### src/rtl/fifo_capture_pkg.sv
// Shared definitions for the capture-buffer writer: FSM state encoding
// and default geometry of the capture buffer.
package fifo_capture_pkg;

  localparam int DEFAULT_N = 6;
  localparam int DEFAULT_W = 16;

  typedef enum logic [1:0] {
    IDLE = 2'd0,
    FILL = 2'd1,
    DONE = 2'd2
  } state_t;

endpackage

### src/rtl/capture_dpram.sv
// 2^N x W capture storage: synchronous write port, registered read port.
// The array itself is never reset; only the read register clears on rst.
module capture_dpram
  import fifo_capture_pkg::*;
#(
  parameter int N = DEFAULT_N,
  parameter int W = DEFAULT_W
) (
  input  logic         clk,
  input  logic         rst,
  input  logic         wr_en,
  input  logic [N-1:0] wr_addr,
  input  logic [W-1:0] wr_data,
  input  logic [N-1:0] rd_addr,
  output logic [W-1:0] rd_data
);

  logic [W-1:0] mem [2**N];
  logic [W-1:0] rd_data_q;

  always_ff @(posedge clk) begin
    if (wr_en) begin
      mem[wr_addr] <= wr_data;
    end
  end

  // Non-blocking read of the array gives the old word on a same-address write.
  always_ff @(posedge clk or posedge rst) begin
    if (rst) begin
      rd_data_q <= '0;
    end else begin
      rd_data_q <= mem[rd_addr];
    end
  end

  assign rd_data = rd_data_q;

endmodule

### src/rtl/fifo_capture_writer.sv
// Capture writer: arms, fills the buffer up to capture_len (or until stop),
// then reports the last written index to the downstream index counter.
module fifo_capture_writer
  import fifo_capture_pkg::*;
#(
  parameter int N = DEFAULT_N,
  parameter int W = DEFAULT_W
) (
  input  logic         clk,
  input  logic         rst,
  input  logic         arm,
  input  logic         stop,
  input  logic         din_valid,
  input  logic [W-1:0] din,
  input  logic [N-1:0] capture_len,
  input  logic [N-1:0] rd_index,
  output logic [W-1:0] rd_data,
  output logic [N-1:0] wr_index,
  output logic [N-1:0] maxindex,
  output logic         busy,
  output logic         done,
  output logic         empty,
  output logic         ovf
);

  localparam logic [N-1:0] IDX_ONE = {{(N-1){1'b0}}, 1'b1};

  state_t       state_q, state_d;
  logic [N-1:0] wr_index_q, wr_index_d;
  logic [N-1:0] maxindex_q, maxindex_d;
  logic         empty_q, empty_d;
  logic         ovf_q, ovf_d;
  logic         wr_en;

  always_comb begin
    state_d    = state_q;
    wr_index_d = wr_index_q;
    maxindex_d = maxindex_q;
    empty_d    = empty_q;
    ovf_d      = ovf_q;
    wr_en      = 1'b0;

    // arm wins over everything else; any word presented alongside it is dropped
    if (arm) begin
      state_d    = FILL;
      wr_index_d = '0;
      empty_d    = 1'b1;
      ovf_d      = 1'b0;
    end else begin
      unique case (state_q)
        FILL: begin
          if (din_valid) begin
            wr_en   = 1'b1;
            empty_d = 1'b0;
            if (stop || (wr_index_q == capture_len)) begin
              state_d    = DONE;
              maxindex_d = wr_index_q;
            end else begin
              wr_index_d = wr_index_q + IDX_ONE;
            end
          end else if (stop) begin
            state_d    = DONE;
            maxindex_d = empty_q ? '0 : (wr_index_q - IDX_ONE);
          end
        end
        DONE: begin
          if (din_valid) begin
            ovf_d = 1'b1;
          end
        end
        default: ;
      endcase
    end
  end

  always_ff @(posedge clk or posedge rst) begin
    if (rst) begin
      state_q    <= IDLE;
      wr_index_q <= '0;
      maxindex_q <= '0;
      empty_q    <= 1'b1;
      ovf_q      <= 1'b0;
    end else begin
      state_q    <= state_d;
      wr_index_q <= wr_index_d;
      maxindex_q <= maxindex_d;
      empty_q    <= empty_d;
      ovf_q      <= ovf_d;
    end
  end

  capture_dpram #(
    .N(N),
    .W(W)
  ) u_dpram (
    .clk    (clk),
    .rst    (rst),
    .wr_en  (wr_en),
    .wr_addr(wr_index_q),
    .wr_data(din),
    .rd_addr(rd_index),
    .rd_data(rd_data)
  );

  assign wr_index = wr_index_q;
  assign maxindex = maxindex_q;
  assign busy     = (state_q == FILL);
  assign done     = (state_q == DONE);
  assign empty    = empty_q;
  assign ovf      = ovf_q;

endmodule

### config.mk
export PLATFORM = sky130hd
export DESIGN_NAME = fifo_capture_writer
export DESIGN_NICKNAME = d
export VERILOG_FILES = /design/src/rtl/fifo_capture_pkg.sv /design/src/rtl/capture_dpram.sv /design/src/rtl/fifo_capture_writer.sv
export SDC_FILE = /design/constraint.sdc
export NUM_CORES = 1
export LEC_CHECK = 0
export CAP_MARGIN = 20
export CORE_ASPECT_RATIO = 1.5
export CORE_MARGIN = 2
export CORE_UTILIZATION = 55
export CTS_BUF_LIST = sky130_fd_sc_hd__clkbuf_16
export DETAILED_ROUTE_END_ITERATION = 12
export HOLD_SLACK_MARGIN = 0.02
export PLACE_DENSITY = 0.83
export SLEW_MARGIN = 20
export SYNTH_ARGS = -nofsm -noshare
export SYNTH_HDL_FRONTEND = slang
export SYNTH_HIERARCHICAL = 1
export SYNTH_SLANG_ARGS = --single-unit
### constraint.sdc
create_clock -name clk -period 2.9 [get_ports clk]
set_input_delay 0.29 -clock clk [delete_from_list [all_inputs] [get_ports clk]]
set_output_delay 0.29 -clock clk [all_outputs]
set_load 0.01 [all_outputs]
==> flow_summary.toml, run 1 <==
[outcome]
status = "finished, final reports clean"

[final_layout]
final_cells = 3216
fillers = 4666
area_delta_synth_final_pct = 13.6
final_common_cell = "edfxtp_1"
nets = 2193
final_cell_mix = "1024 x edfxtp_1, 211 x mux4_2, 169 x buf_4"
final_util_pct = 63.3
drive_gt1_share_pct = 25.9

[yosys]
netlist.area_leader.share_pct = 74.7
synth_warnings = 6
postSynthAreaPerCell_sq_um = 21.4
ys_seq_area_share_pct = 76.7
synth.distinct_cells = 53
synth_edf_count = 1024
ys_ff_latch = 1056
synthCells = 1925
syn_nets = 1960
synth_ff_type = "edfxtp_1"
postSynth.asyncResetShare_pct = 3.03
syn_area_sq_mm = 0.0411
synth_largest_area_cell = "edfxtp_1"
synth_area_leaders = "edfxtp_1 75%, mux4_2 12%, mux2i_1 2.2%"

[clocking]
clockBufferDepth = 3
post_cts_buffers = 0
cts_buffers = 88
cts_max_level = 3
cts_tree = "done"
cts.sinks = 1056
clk-insertion-delay-late_ns = 0.67
path_clk_slew_ns = 0.07
cts-root-buf = "clkbuf_16"

[critical_path]
crit_path_start = "state_q[0]$_DFFE_PP0P_"
ff2ff_setup_slack_ns = 0.06
endpoint_kind = "flop"
cp_data_arrival_time_ns = 3.17
r2r_end = "u_dpram/mem[10][10]$_DFFE_PP_"
r2r-start = "state_q[0]$_DFFE_PP0P_"
start_kind = "flop"
required_ns = 3.23
worst-r2r-cell-count = 7
crit_type = "flop to flop"
worst-path-max-fanout = 16

[sta]
finalClockSkew_ns = 0.0418
tns_ns = 0
rsz0062_at_grt = "false"
layout_setup_ws_ns = 0.0626
period_share_pct = 97.8
max_freq_mhz = 352
finalHoldViolCount = 0
hold_ws_ns = 0.0768
tightest_slew_ns = 1.10
setup_viol = 0
slew_viol_final = 0
slew_headroom_pct = 26.5
min_period_ns = 2.84

[floorplan]
start_util_pct = 55.7
rows = 122
core_area_sq_mm = 0.0739
fp.dieArea_sq_mm = 0.0770
ios = 65
chipWidth_um = 227
die_y_um = 339

[drt]
wl_mm = 103
drc = 0
postRouteAntennaNets = 0
vias = 21310
routedWlPerCell_um = 32.1
dr.pass1.iters = 6
viasPerCell = 6.63
drt-initial-drc-count = 2881

[placement]
dp.cells = 3060
port_buffers = 64
gp_congestion = 0.894
preCtsSetupSlack_ns = 0.0817
hpwl_mm = 64.0

[global_route]
grt_max_degree = 66
grt_pass1_vias = 21811
gr-usage-all-layers_pct = 27.4
grt_pass1_wl_mm = 149
antenna_found_initial = 2
overflow = 0

[flow_run]
maxCapViolCount = 0

[power]
ir_worst_vdd_mv = 0.492
p_leak_uw = 0.0152
p_per_area_mw_per_mm2 = 650

[min_path]
hp-class = "input port to asynchronous set/reset pin"
synth_stat cells, types with 2 or more instances:
library cell,instances
edfxtp_1,1024
mux4_2,211
mux2i_1,91
nor2_1,88
a22oi_1,57
nor2b_1,39
clkbuf_1,37
nand2_1,32
dfrtp_1,31
nand3_1,31
buf_2,30
a221oi_1,23
mux2_2,22
a21oi_1,18
buf_6,16
a311oi_1,15
a211o_1,13
a211oi_1,13
buf_4,13
mux4_1,13
a31oi_1,10
and4_1,10
inv_1,8
nand4_1,8
nor3_1,8
a22o_1,6
buf_12,6
xor2_1,6
buf_1,5
nand2b_1,5
and3_1,3
buf_8,3
nor4_1,3
o21ai_0,3
a21o_1,2
and2_1,2
and3b_1,2
ha_1,2
nand3b_1,2
sequential cells by signal, summed over array words and instances (netlist names):
name,flops
u_dpram/mem,1024
u_dpram/rd_data,16
maxindex,6
wr_index,6
state_q,2
empty,1
ovf,1
layer usage:
metal,vias up,routed length (um),part of all wire [%],global-route usage [%]
met5,-,23,0.022,0
met4,4,8490,8.2,18.7
li1,8511,-,-,-
met2,1524,52000,50,45.3
met3,383,9660,9.4,4.96
met1,10888,33000,32,32.7
final cells by class:
| class | instances | area, sq um | area share [%] |
|---|---|---|---|
| timing repair buffer | 254 | 2260 | 4.83 |
| tap | 992 | 1240 | 2.66 |
| multi-input combinational | 750 | 8820 | 18.9 |
| inverter | 8 | 30.0 | 0.0642 |
| antenna | 2 | 5.00 | 0.0107 |
| clock buffer | 91 | 2280 | 4.87 |
| sequential | 1056 | 31600 | 67.5 |
| clock inverter | 63 | 562 | 1.20 |
through the flow:
stage | power, uW | instance area [sq um]
2_1_floorplan | 18000 | 41100
3_5_place_dp | 18900 | 43900
5_1_grt | 31100 | 46700
4_1_cts | 30500 | 46700
6_report | 30400 | 46700
3_3_place_gp | 18800 | 43900
critical path, stage by stage (launching register included):
cell and delay [ns]:
dfrtp_1 0.42, nor2b_2 0.32, and3b_1 0.22, nor2b_1 0.34, nand2_1 0.32, buf_4 0.26, nor2_1 0.29, buf_4 0.33
timing repair:
action	CTS	global route
hold endpoints to repair	0	0
resized for setup	0	1
hold buffers	0	0
endpoints found under the setup margin	0	32
power by group:
| group | total (uW) | leakage (uW) | switching [uW] | internal [uW] |
|---|---|---|---|---|
| sequential | 16800 | 0.00960 | 64.8 | 16800 |
| clock | 11800 | 0.00146 | 5240 | 6570 |
| combinational | 1740 | 0.00419 | 1060 | 683 |
| total | 30400 | 0.0152 | 6360 | 24000 |
cells by family after synthesis:
kind of cell	count (synthesis)	share of synthesized area, %
buffers and inverters	119	1.91
and+or+nand+nor	241	2.96
DFF	1056	76.7
adders and majority gates	2	0.0608
AOI/OAI and AO/OA	164	3.04
muxes	337	15.2
xor gates and xnor gates	6	0.128
worst max path at each step:
stage | end | slack (ns) | cells after the start
final | u_dpram/mem[10][10]$_DFFE_PP_ | 0.06 | 7
after floorplan | u_dpram/mem[62][0]$_DFFE_PP_ | 0.26 | 5
after global routing | u_dpram/mem[10][7]$_DFFE_PP_ | 0.03 | 7
after detailed placement | u_dpram/mem[8][9]$_DFFE_PP_ | 0.08 | 6
after CTS | u_dpram/mem[8][5]$_DFFE_PP_ | 0.02 | 6
after global placement | u_dpram/mem[8][5]$_DFFE_PP_ | 0.14 | 6
Power figures use the tool's default switching activity.
==> inputs of run 2 (changes only) <==
==> constraint.sdc (replaced) <==
create_clock -name clk -period 2.9 [get_ports clk]
set_input_delay 0.29 -clock clk [delete_from_list [all_inputs] [get_ports clk]]
set_output_delay 0.29 -clock clk [all_outputs]
set_load 0.005 [all_outputs]
==> run 2 against run 1 <==
The flow now finishes with violations (setup timing); highest routed layer unchanged; critical path depth down 1; cell area down 0.70%; flip-flop and latch count unchanged; clock-buffer cell count down 6; first-iteration DRC count down 6.1%; largest cell class unchanged; register-to-register slack worse by 0.08 ns; cell count down 0.65%; sequential share of layout area up 0.48 points; combinational power down 2%; sequential power about the same; die area unchanged; critical endpoint is now u_dpram/mem[4][1]$_DFFE_PP_.
==> flow_summary.toml, run 2 (same netlist as run 1, synthesis figures left out) <==
[sta]
rsz0062_at_grt = "true"
slew_viol_final = 0
finalHoldViolCount = 0
setup_viol = 17
finalClockSkew_ns = 0.0253
tightest_slew_ns = 1.14
period_share_pct = 100
min_period_ns = 2.91
layout_setup_ws_ns = -0.0139
hold_ws_ns = 0.0393
max_freq_mhz = 343
slew_headroom_pct = 24.3

[floorplan]
start_util_pct = 55.7
ios = 65
chipWidth_um = 227
core_area_sq_mm = 0.0739
die_y_um = 339
rows = 122
fp.dieArea_sq_mm = 0.0770

[global_route]
grt_max_degree = 65
antenna_found_initial = 3
gr-usage-all-layers_pct = 27.0
overflow = 0
grt_pass1_vias = 21513
grt_pass1_wl_mm = 147

[drt]
wl_mm = 102
drt-initial-drc-count = 2705
drc = 0
viasPerCell = 6.57
dr.pass1.iters = 6
postRouteAntennaNets = 0
vias = 20985
routedWlPerCell_um = 31.8

[power]
fin_total_pwr_uw = 29900
p_per_area_mw_per_mm2 = 645
ir_worst_vdd_mv = 0.525
p_leak_uw = 0.0151

[placement]
hpwl_mm = 63.6
dp.cells = 3042
port_buffers = 64
gp_congestion = 0.902

[clocking]
cts_hold_buf = 0
cts_max_level = 3
clk-insertion-delay-late_ns = 0.68
post_cts_buffers = 0
cts_buffers = 85
cts.sinks = 1056
clockBufferDepth = 3
cts_tree = "done"
path_clk_slew_ns = 0.07
cts_resized = 0
cts-root-buf = "clkbuf_16"

[critical_path]
r2r-start = "state_q[0]$_DFFE_PP0P_"
endpoint_kind = "flop"
ff2ff_setup_slack_ns = -0.01
worst-r2r-cell-count = 6
crit_path_start = "state_q[0]$_DFFE_PP0P_"
r2r_end = "u_dpram/mem[4][1]$_DFFE_PP_"
worst-path-max-fanout = 16
crit_type = "flop to flop"
start_kind = "flop"
required_ns = 3.24
cp_data_arrival_time_ns = 3.25

[min_path]
hp-class = "input port to flop"
whs_path_depth = 1
holdPathEnd = "u_dpram/mem[50][3]$_DFFE_PP_"
min-delay-start = "din[3]"

[final_layout]
largest-register = "u_dpram/mem"
final_common_cell = "edfxtp_1"
largest_reg_flops = 1024
drive_gt1_share_pct = 25.2
final_cell_mix = "1024 x edfxtp_1, 211 x mux4_2, 158 x buf_4"
final_cells = 3195
insertedDiodeCount = 0
nets = 2172
multi_input_area_sq_mm = 0.00881
area_delta_synth_final_pct = 12.8
seq_area_sq_mm = 0.0316
fillers = 4691

[outcome]
status = "finished with violations"
violations = "setup timing"

[flow_run]
maxCapViolCount = 0
## run 2: area by class of cell
cell class,count,area share (%)
Clock buffer,85,4.58
Clock inverter,68,1.33
Inverter,8,0.0647
Multi-Input combinational cell,750,19.0
Sequential cell,1056,68.0
Tap cell,992,2.67
Timing Repair Buffer,236,4.38
## run 2: routing by layer
metal	vias up	track usage [%]	part of all wire, %
met2	1415	45.9	52
met4	6	16.6	7.0
met1	10787	32.0	32
met5	-	0	0.040
li1	8463	-	-
met3	314	4.74	9.1
## run 2: worst max-delay path, stage by stage (launching register included)
cell     delay, ns
dfrtp_1       0.43
nor2b_1       0.30
and3b_1       0.49
nor2b_1       0.33
nand2_1       0.45
nor2_1        0.29
buf_4         0.31
## run 2: how the worst max path moves through the flow
stage                                               to  slack [ns]  cells past startpoint
after global placement     u_dpram/mem[8][9]$_DFFE_PP_        0.07                      6
after floorplan           u_dpram/mem[48][0]$_DFFE_PP_        0.02                      5
after global routing       u_dpram/mem[4][1]$_DFFE_PP_       -0.09                      6
after detailed placement  u_dpram/rd_data[2]$_DFF_PP0_       0.009                      8
final                      u_dpram/mem[4][1]$_DFFE_PP_       -0.01                      6
after CTS                  u_dpram/mem[8][1]$_DFFE_PP_        0.11                      6
## run 2: per-stage QoR
step / setup TNS, ns / worst slack [ns] / utilization, % / instance area (sq um)
floorplan: 0 / 0.0224 / - / 41100
global placement: 0 / 0.0659 / 59.1 / 43700
detailed placement: 0 / 0.00861 / 59.1 / 43700
CTS: 0 / 0.108 / 62.8 / 46400
global route: -6.89 / -0.0864 / 62.8 / 46400
finish: -0.0900 / -0.0139 / 62.8 / 46400
## run 2: power by group
part | internal, uW | total (uW) | switching [uW]
Sequential | 16800 | 16800 | 52.0
Clock | 6190 | 11400 | 5210
Combinational | 660 | 1700 | 1040
Total | 23600 | 29900 | 6300
